--- src/rtl/max2_io_pkg.sv ---
// Register window layout shared by the MAX II I/O bridge and its sub-blocks.
package max2_io_pkg;

   localparam int WINDOW_SIZE = 16;
   localparam int OFF_BITS    = $clog2(WINDOW_SIZE);

   localparam logic [OFF_BITS-1:0] OFF_LED     = 4'h0;
   localparam logic [OFF_BITS-1:0] OFF_KEYS    = 4'h1;
   localparam logic [OFF_BITS-1:0] OFF_EDGE    = 4'h2;
   localparam logic [OFF_BITS-1:0] OFF_PRESC   = 4'h3;
   localparam logic [OFF_BITS-1:0] OFF_ENABLE  = 4'h4;
   localparam logic [OFF_BITS-1:0] OFF_IRQMASK = 4'h5;
   localparam logic [OFF_BITS-1:0] OFF_DUTY    = 4'h8;

endpackage

--- src/rtl/max2_debounce.sv ---
// Purpose: synchronise and debounce one active-low key; pulses rise on an accepted press.
// Latency: 2 sync clocks plus 2^DEB_BITS stable clocks before the state flips.
// Backpressure: none; free-running per-key state machine.
module max2_debounce #(
   parameter int DEB_BITS = 16
) (
   input  logic clock,
   input  logic reset_n,
   input  logic key,
   output logic pressed,
   output logic rise
);

   logic                sync1;
   logic                sync2;
   logic [DEB_BITS-1:0] cnt;
   logic                flip;

   assign flip = (sync2 != pressed) && (cnt == {DEB_BITS{1'b1}});
   assign rise = flip && !pressed;

   always_ff @(posedge clock or negedge reset_n) begin
      if (!reset_n) begin
         sync1   <= 1'b0;
         sync2   <= 1'b0;
         cnt     <= '0;
         pressed <= 1'b0;
      end else begin
         sync1 <= ~key;
         sync2 <= sync1;
         // Any sample matching the accepted state restarts the stability window.
         if (sync2 == pressed) begin
            cnt <= '0;
         end else if (flip) begin
            cnt     <= '0;
            pressed <= ~pressed;
         end else begin
            cnt <= cnt + 1'b1;
         end
      end
   end

endmodule

--- src/rtl/max2_io.sv ---
// Purpose: 6502 memory-mapped bridge for LEDs, debounced keys and PWM outputs; IRQ via MAX2_IO_IRQ_EN.
// Latency: reads combinational, writes land on the next clock edge, pwm registered one clock.
// Backpressure: none; the core bus is never stalled.
module max2_io #(
   parameter int                   ADDR_BITS = 15,
   parameter logic [ADDR_BITS-1:0] BASE      = 15'h7F00,
   parameter int                   CHANNELS  = 6,
   parameter int                   PWM_BITS  = 8,
   parameter int                   KEYS      = 4,
   parameter int                   DEB_BITS  = 16
) (
   input  logic                 clock,
   input  logic                 reset_n,
   input  logic [ADDR_BITS-1:0] address,
   input  logic [7:0]           wdata,
   input  logic                 we,
   output logic [7:0]           rdata,
   output logic                 hit,
   input  logic [KEYS-1:0]      key,
   output logic [7:0]           led,
   output logic [CHANNELS-1:0]  pwm,
   output logic                 irq
);

   import max2_io_pkg::*;

   logic [OFF_BITS-1:0] off;
   logic                wr_en;
   logic [KEYS-1:0]     deb_state;
   logic [KEYS-1:0]     deb_rise;
   logic [KEYS-1:0]     edge_r;
   logic [KEYS-1:0]     edge_clr;
   logic [7:0]          led_r;
   logic [7:0]          presc_r;
   logic [7:0]          pcnt;
   logic                tick;
   logic [CHANNELS-1:0] enable_r;
   logic [CHANNELS-1:0] pwm_r;
   logic [PWM_BITS-1:0] cnt;
   logic [PWM_BITS-1:0] duty_r [CHANNELS];
   logic [PWM_BITS-1:0] act_r  [CHANNELS];
   logic [7:0]          mask_rd;
   logic [7:0]          rd;

   assign off      = address[OFF_BITS-1:0];
   assign hit      = (address[ADDR_BITS-1:OFF_BITS] == BASE[ADDR_BITS-1:OFF_BITS]);
   assign wr_en    = we && hit;
   assign edge_clr = (wr_en && off == OFF_EDGE) ? wdata[KEYS-1:0] : '0;
   assign tick     = (pcnt == presc_r);
   assign led      = led_r;
   assign pwm      = pwm_r;

   for (genvar k = 0; k < KEYS; k++) begin : g_key
      max2_debounce #(.DEB_BITS(DEB_BITS)) u_deb (
         .clock   (clock),
         .reset_n (reset_n),
         .key     (key[k]),
         .pressed (deb_state[k]),
         .rise    (deb_rise[k])
      );
   end

   always_ff @(posedge clock or negedge reset_n) begin
      if (!reset_n) begin
         led_r    <= '0;
         edge_r   <= '0;
         presc_r  <= '0;
         pcnt     <= '0;
         enable_r <= '0;
         pwm_r    <= '0;
         cnt      <= '0;
         for (int n = 0; n < CHANNELS; n++) begin
            duty_r[n] <= '0;
            act_r[n]  <= '0;
         end
      end else begin
         if (wr_en && off == OFF_LED)    led_r    <= wdata;
         if (wr_en && off == OFF_PRESC)  presc_r  <= wdata;
         if (wr_en && off == OFF_ENABLE) enable_r <= wdata[CHANNELS-1:0];
         for (int n = 0; n < CHANNELS; n++) begin
            if (wr_en && off[3] && off[2:0] == 3'(n)) duty_r[n] <= wdata[PWM_BITS-1:0];
         end

         // Set is ORed in after the clear so a simultaneous press survives.
         edge_r <= (edge_r & ~edge_clr) | deb_rise;

         // >= also recovers when PRESC is lowered below the running count.
         if (pcnt >= presc_r) pcnt <= '0;
         else                 pcnt <= pcnt + 8'd1;

         if (tick) begin
            cnt <= cnt + 1'b1;
            if (cnt == {PWM_BITS{1'b1}}) begin
               for (int n = 0; n < CHANNELS; n++) act_r[n] <= duty_r[n];
            end
         end

         for (int n = 0; n < CHANNELS; n++) begin
            pwm_r[n] <= enable_r[n] && (cnt < act_r[n]);
         end
      end
   end

`ifdef MAX2_IO_IRQ_EN
   logic [KEYS-1:0] mask_r;
   logic            irq_r;

   always_ff @(posedge clock or negedge reset_n) begin
      if (!reset_n) begin
         mask_r <= '0;
         irq_r  <= 1'b0;
      end else begin
         if (wr_en && off == OFF_IRQMASK) mask_r <= wdata[KEYS-1:0];
         irq_r <= |(edge_r & mask_r);
      end
   end

   assign irq = irq_r;

   always_comb begin
      mask_rd = '0;
      mask_rd[KEYS-1:0] = mask_r;
   end
`else
   assign irq     = 1'b0;
   assign mask_rd = '0;
`endif

   always_comb begin
      rd = '0;
      case (off)
         OFF_LED:     rd = led_r;
         OFF_KEYS:    rd[KEYS-1:0] = deb_state;
         OFF_EDGE:    rd[KEYS-1:0] = edge_r;
         OFF_PRESC:   rd = presc_r;
         OFF_ENABLE:  rd[CHANNELS-1:0] = enable_r;
         OFF_IRQMASK: rd = mask_rd;
         default: begin
            for (int n = 0; n < CHANNELS; n++) begin
               if (off[3] && off[2:0] == 3'(n)) rd[PWM_BITS-1:0] = duty_r[n];
            end
         end
      endcase
      rdata = hit ? rd : 8'h00;
   end

endmodule
--- config.mk ---
export PLATFORM = sky130hd
export DESIGN_NAME = max2_io
export DESIGN_NICKNAME = d
export VERILOG_FILES = /design/src/rtl/max2_io_pkg.sv /design/src/rtl/max2_debounce.sv /design/src/rtl/max2_io.sv
export SDC_FILE = /design/constraint.sdc
export NUM_CORES = 1
export LEC_CHECK = 0
export BUFFER_PORTS_ARGS = -buffer_cell sky130_fd_sc_hd__buf_2
export CORE_AREA = 3 3 183 114
export CTS_CLUSTER_SIZE = 20
export DETAILED_ROUTE_END_ITERATION = 7
export DIE_AREA = 0 0 186 117
export GPL_TIMING_DRIVEN = 0
export PLACE_DENSITY = 0.73
export SYNTH_ARGS = -nofsm -noshare
export SYNTH_HDL_FRONTEND = slang
export SYNTH_SLANG_ARGS = --single-unit
--- constraint.sdc ---
create_clock -name clock -period 2.8 [get_ports clock]
set_input_delay 0.42 -clock clock [delete_from_list [all_inputs] [get_ports clock]]
set_output_delay 0.42 -clock clock [all_outputs]
set_load 0.01 [all_outputs]
==> impl_results.html <==
<table>
<tr><th>Metric</th><th>Value</th></tr>
<tr><th colspan="2">Synthesis</th></tr>
<tr><td>Number of instances in the synthesized netlist</td><td>991</td></tr>
<tr><td>Most used flip-flop cell after synthesis</td><td>dfrtp_1</td></tr>
<tr><td>Sequential element share of the synthesized area</td><td>49.7%</td></tr>
<tr><td>Post-synth top area share</td><td>49.7%</td></tr>
<tr><td>Dominant cells by area after synthesis</td><td>dfrtp_1 (50%), mux2_2 (12%), ha_1 (6.3%)</td></tr>
<tr><td>FF+latch count, synth</td><td>between 200 and 250</td></tr>
<tr><td>Cell Area, Synth</td><td>11100 sq um</td></tr>
<tr><td>Cell taking the most area after synthesis</td><td>dfrtp_1</td></tr>
<tr><td>Number of synthesized flops with an enable pin</td><td>0</td></tr>
<tr><td>Number of nets in the synthesized netlist</td><td>between 1000 and 1500</td></tr>
<tr><td>Mean Syn Cell Area</td><td>11.2 sq um</td></tr>
<tr><td>Synth async-reset ratio</td><td>100%</td></tr>
<tr><td>Synth warnings</td><td>0</td></tr>
<tr><td>Cell variety after synth</td><td>57</td></tr>
<tr><th colspan="2">CTS</th></tr>
<tr><td>CTS clock-pin slew for the worst setup and hold paths</td><td>0.06 ns</td></tr>
<tr><td>Number of sinks handled by clock tree synthesis</td><td>220</td></tr>
<tr><td>Post-CTS Setup Bufs</td><td>0</td></tr>
<tr><td>Insertion delay of the later-clocked pin in the worst-skew pair</td><td>0.50 ns</td></tr>
<tr><td>Maximum buffer depth of the clock tree</td><td>3</td></tr>
<tr><td>H-tree depth</td><td>1</td></tr>
<tr><td>Clock buffer count from CTS</td><td>21</td></tr>
<tr><td>CTS tree</td><td>done</td></tr>
<tr><td>Clock root buffer master</td><td>clkbuf_16</td></tr>
<tr><th colspan="2">Outcome</th></tr>
<tr><td>Run status</td><td>finished clean</td></tr>
<tr><th colspan="2">Detailed routing</th></tr>
<tr><td>Count of TritonRoute iterations in the first routing pass</td><td>5</td></tr>
<tr><td>Final wirelength</td><td>26300 um</td></tr>
<tr><td>Final ANT Viol Nets</td><td>0</td></tr>
<tr><td>Count of unresolved DRC violations after routing</td><td>0</td></tr>
<tr><td>Via count normalized by instance count</td><td>between 5 and 6</td></tr>
<tr><td>Via total after detailed routing</td><td>7681</td></tr>
<tr><td>Avg WL per Cell</td><td>between 15 and 20 um</td></tr>
<tr><td>Drt first-iter violations</td><td>585</td></tr>
<tr><th colspan="2">Job</th></tr>
<tr><td>Count of max-cap constraint violations</td><td>0</td></tr>
<tr><th colspan="2">Finish</th></tr>
<tr><td>Top library cells by usage in the layout, fill and taps aside</td><td>dfrtp_1 (220), mux2_2 (115), nor2_1 (108), inv_1 (67), ha_1 (56)</td></tr>
<tr><td>Share of post-route cells with drive strength above 1</td><td>about 23%</td></tr>
<tr><td>Nets</td><td>approximately 1100</td></tr>
<tr><td>Area growth, synth to finish</td><td>12.3%</td></tr>
<tr><td>Commonest non-fill, non-tap cell in the layout</td><td>dfrtp_1</td></tr>
<tr><td>Area of all sequential standard cells</td><td>5510 sq um</td></tr>
<tr><td>Combined area of the multi-input logic cells</td><td>5170 sq um</td></tr>
<tr><td>Number of filler cells placed in the layout</td><td>1485</td></tr>
<tr><th colspan="2">Worst setup path</th></tr>
<tr><td>R2R Path Start</td><td>presc_r[7]$_DFFE_PN0P_</td></tr>
<tr><td>Dominant delay contributor by cell family on the critical path</td><td>compound AO/OA/AOI/OAI gates</td></tr>
<tr><td>Worst Setup End Kind</td><td>output pin</td></tr>
<tr><td>Crit path top cell by count</td><td>buf_2</td></tr>
<tr><td>Required time of the critical path</td><td>2.38 ns</td></tr>
<tr><td>Reg-to-Reg End</td><td>act_r[44]$_DFFE_PN0P_</td></tr>
<tr><td>Worst Path Max Fanout</td><td>10</td></tr>
<tr><td>Sequence of cells on the critical path</td><td>buf_2 &gt; nor3b_1 &gt; a31o_2 &gt; a22o_1 &gt; a22oi_1 &gt; a311oi_1 &gt; buf_2</td></tr>
<tr><td>Levels on crit path</td><td>7</td></tr>
<tr><td>Crit path max-delay cell type</td><td>nor3b_1</td></tr>
<tr><td>Category of the most critical setup path</td><td>input pin to output pin</td></tr>
<tr><td>Worst reg-to-reg setup slack</td><td>roughly 0.19 ns</td></tr>
<tr><td>Startpoint types</td><td>input pin</td></tr>
<tr><td>CP Data Arrival Time</td><td>~2.3 ns</td></tr>
<tr><td>Worst reg-to-reg path cell count</td><td>9</td></tr>
<tr><td>Peak per-stage delay on the critical path</td><td>around 0.55 ns</td></tr>
<tr><td>Number of buffer and inverter instances along the worst setup path</td><td>2</td></tr>
<tr><th colspan="2">Timing</th></tr>
<tr><td>Worst slew margin</td><td>approximately 44%</td></tr>
<tr><td>Unrepaired setup endpoints after global routing</td><td>false</td></tr>
<tr><td>Final-report setup violation count</td><td>0</td></tr>
<tr><td>Number of endpoints with negative hold slack in the final report</td><td>0</td></tr>
<tr><td>Setup Skew</td><td>0.00879 ns</td></tr>
<tr><td>Worst slew pin tran</td><td>0.839 ns</td></tr>
<tr><td>Period utilization</td><td>between 90% and 100%</td></tr>
<tr><td>Worst Hold Margin</td><td>0.0604 ns</td></tr>
<tr><td>Final max-slew violation count</td><td>0</td></tr>
<tr><td>Min Clock Period, post-route</td><td>2.72 ns</td></tr>
<tr><td>Max frequency</td><td>367 MHz</td></tr>
<tr><th colspan="2">Place</th></tr>
<tr><td>Final weighted congestion of routability-driven global placement</td><td>1.01</td></tr>
<tr><td>I/O Buffers</td><td>46</td></tr>
<tr><td>Detailed placer's ending HPWL</td><td>19200 um</td></tr>
<tr><th colspan="2">Floorplanning</th></tr>
<tr><td>Chip height</td><td>~120 um</td></tr>
<tr><td>Site Rows</td><td>39</td></tr>
<tr><td>Die Footprint</td><td>21800 sq um</td></tr>
<tr><td>Die boundary width</td><td>186 um</td></tr>
<tr><td>Top-level port count</td><td>54</td></tr>
<tr><td>Core Footprint</td><td>19000 sq um</td></tr>
<tr><td>Starting density of the core</td><td>58.2%</td></tr>
<tr><th colspan="2">GRT</th></tr>
<tr><td>Global route total overflow</td><td>0</td></tr>
<tr><td>Initial antenna violation count</td><td>0</td></tr>
<tr><td>Met1 track demand over resource in global routing</td><td>40.9%</td></tr>
<tr><td>Met2 track demand over resource</td><td>around a third</td></tr>
<tr><td>Global route hottest layer</td><td>met1</td></tr>
<tr><td>M3 GR Usage</td><td>6.76%</td></tr>
<tr><td>Wire length of the first global-routing pass</td><td>42400 um</td></tr>
<tr><td>GRT Overall Usage</td><td>roughly a quarter</td></tr>
<tr><td>Largest net degree at the start of global routing</td><td>114</td></tr>
<tr><td>Number of global-route vias before repair</td><td>7408</td></tr>
<tr><th colspan="2">Power</th></tr>
<tr><td>Pleak</td><td>5.91 nW</td></tr>
<tr><td>Worst-case vdd ir drop</td><td>0.461 mV</td></tr>
<tr><td>Post-layout power</td><td>7.59 mW</td></tr>
<tr><td>Power per cell area</td><td>610 nW/um^2</td></tr>
<tr><th colspan="2">Worst hold path</th></tr>
<tr><td>Hold worst-path end</td><td>g_key[2].u_deb.sync1$_DFF_PN0_</td></tr>
<tr><td>Hold WC Path Type</td><td>input pin to flop</td></tr>
<tr><td>Critical hold path startpoint</td><td>key[2]</td></tr>
<tr><td>Hold depth</td><td>2</td></tr>
</table>
-- repair_timing --
action                                 in CTS  in global routing
hold buffers                                1                  0
setup endpoints to repair                   8                 23
endpoints found under the hold margin      10                  0
resized for setup                           7                  6
-- registers in the layout (all words and copies together) (netlist names) --
signal / cells
g_key.u_deb.pressed: 4
enable_r: 6
edge_r: 4
g_key.u_deb.sync1: 4
act_r: 48
led: 8
pwm: 6
g_key.u_deb.cnt: 64
presc_r: 8
cnt: 8
pcnt: 8
g_key.u_deb.sync2: 4
duty_r: 48
-- where the power goes --
| group | leakage (nW) | switching, mW | internal, mW |
|---|---|---|---|
| Sequential | 3.03 | 0.273 | 3.25 |
| Clock | 0.365 | 1.19 | 1.83 |
| Combinational | 2.51 | 0.573 | 0.471 |
-- how the worst max path moves through the flow --
stage                from                               to  slack, ns
4_1_cts        address[0]                         rdata[7]       0.02
2_1_floorplan  address[2]                         rdata[7]       0.45
3_5_place_dp   address[0]                         rdata[5]      -0.38
6_report       address[2]                         rdata[0]       0.08
3_3_place_gp      reset_n  g_key[3].u_deb.cnt[1]$_DFF_PN0_      -2.46
5_1_grt        address[0]                         rdata[7]      0.006
-- final cells by class --
class,count,area share (%)
diodes,1,0.0201
plain buffers,30,1.42
clock buffers,29,5.03
clock inverters,7,0.906
inverters,67,2.02
multi-input cells,673,41.6
flip-flops and latches,220,44.3
well taps,246,2.48
repair buffers,48,2.23
-- Yosys cell counts (14+ instances only) --
master	number
dfrtp_1	220
mux2_2	115
nor2_1	108
inv_1	67
ha_1	56
nand2_1	47
nand3_1	37
xor2_1	37
xnor2_1	31
a21oi_1	24
nand4_1	22
o21ai_0	16
a21o_1	15
nand2b_1	14
-- through the flow --
step,cells,area (sq um),utilization (%),worst slack [ns],TNS (ns)
final,1321,12400,65.3,0.0772,0
after global routing,1320,12400,65.3,0.00607,0
after CTS,1321,12400,65.2,0.0248,0
after detailed placement,1284,11600,61.2,-0.375,-1.63
after global placement,1283,11600,61.0,-2.46,-538.87
after floorplan,991,11100,-,0.450,0
-- worst register-to-register path: stages (launching register included) --
cell	delay, ns
dfrtp_1	0.39
inv_1	0.06
ha_1	0.31
nand4_1	0.18
nor2_4	0.32
nand2_1	0.17
or3_4	0.47
buf_6	0.17
buf_6	0.16
mux2_2	0.29
-- per-layer routing --
layer | share of wire [%] | wire (um)
met2 | 38 | 10100
met5 | 0 | 0
met4 | 2.0 | 519
met1 | 51 | 13400
met3 | 8.7 | 2300
-- cell families after synthesis --
kind of cell | count (synthesis) | share of synthesized area [%]
fa+ha+maj | 56 | 6.33
other cells | 1 | 0.0339
buf+inv | 98 | 3.81
simple gates | 299 | 13.3
mux | 138 | 14.4
compound gates | 111 | 7.05
xor+xnor | 68 | 5.38
flops | 220 | 49.7
(Power assumes the default switching activity.)
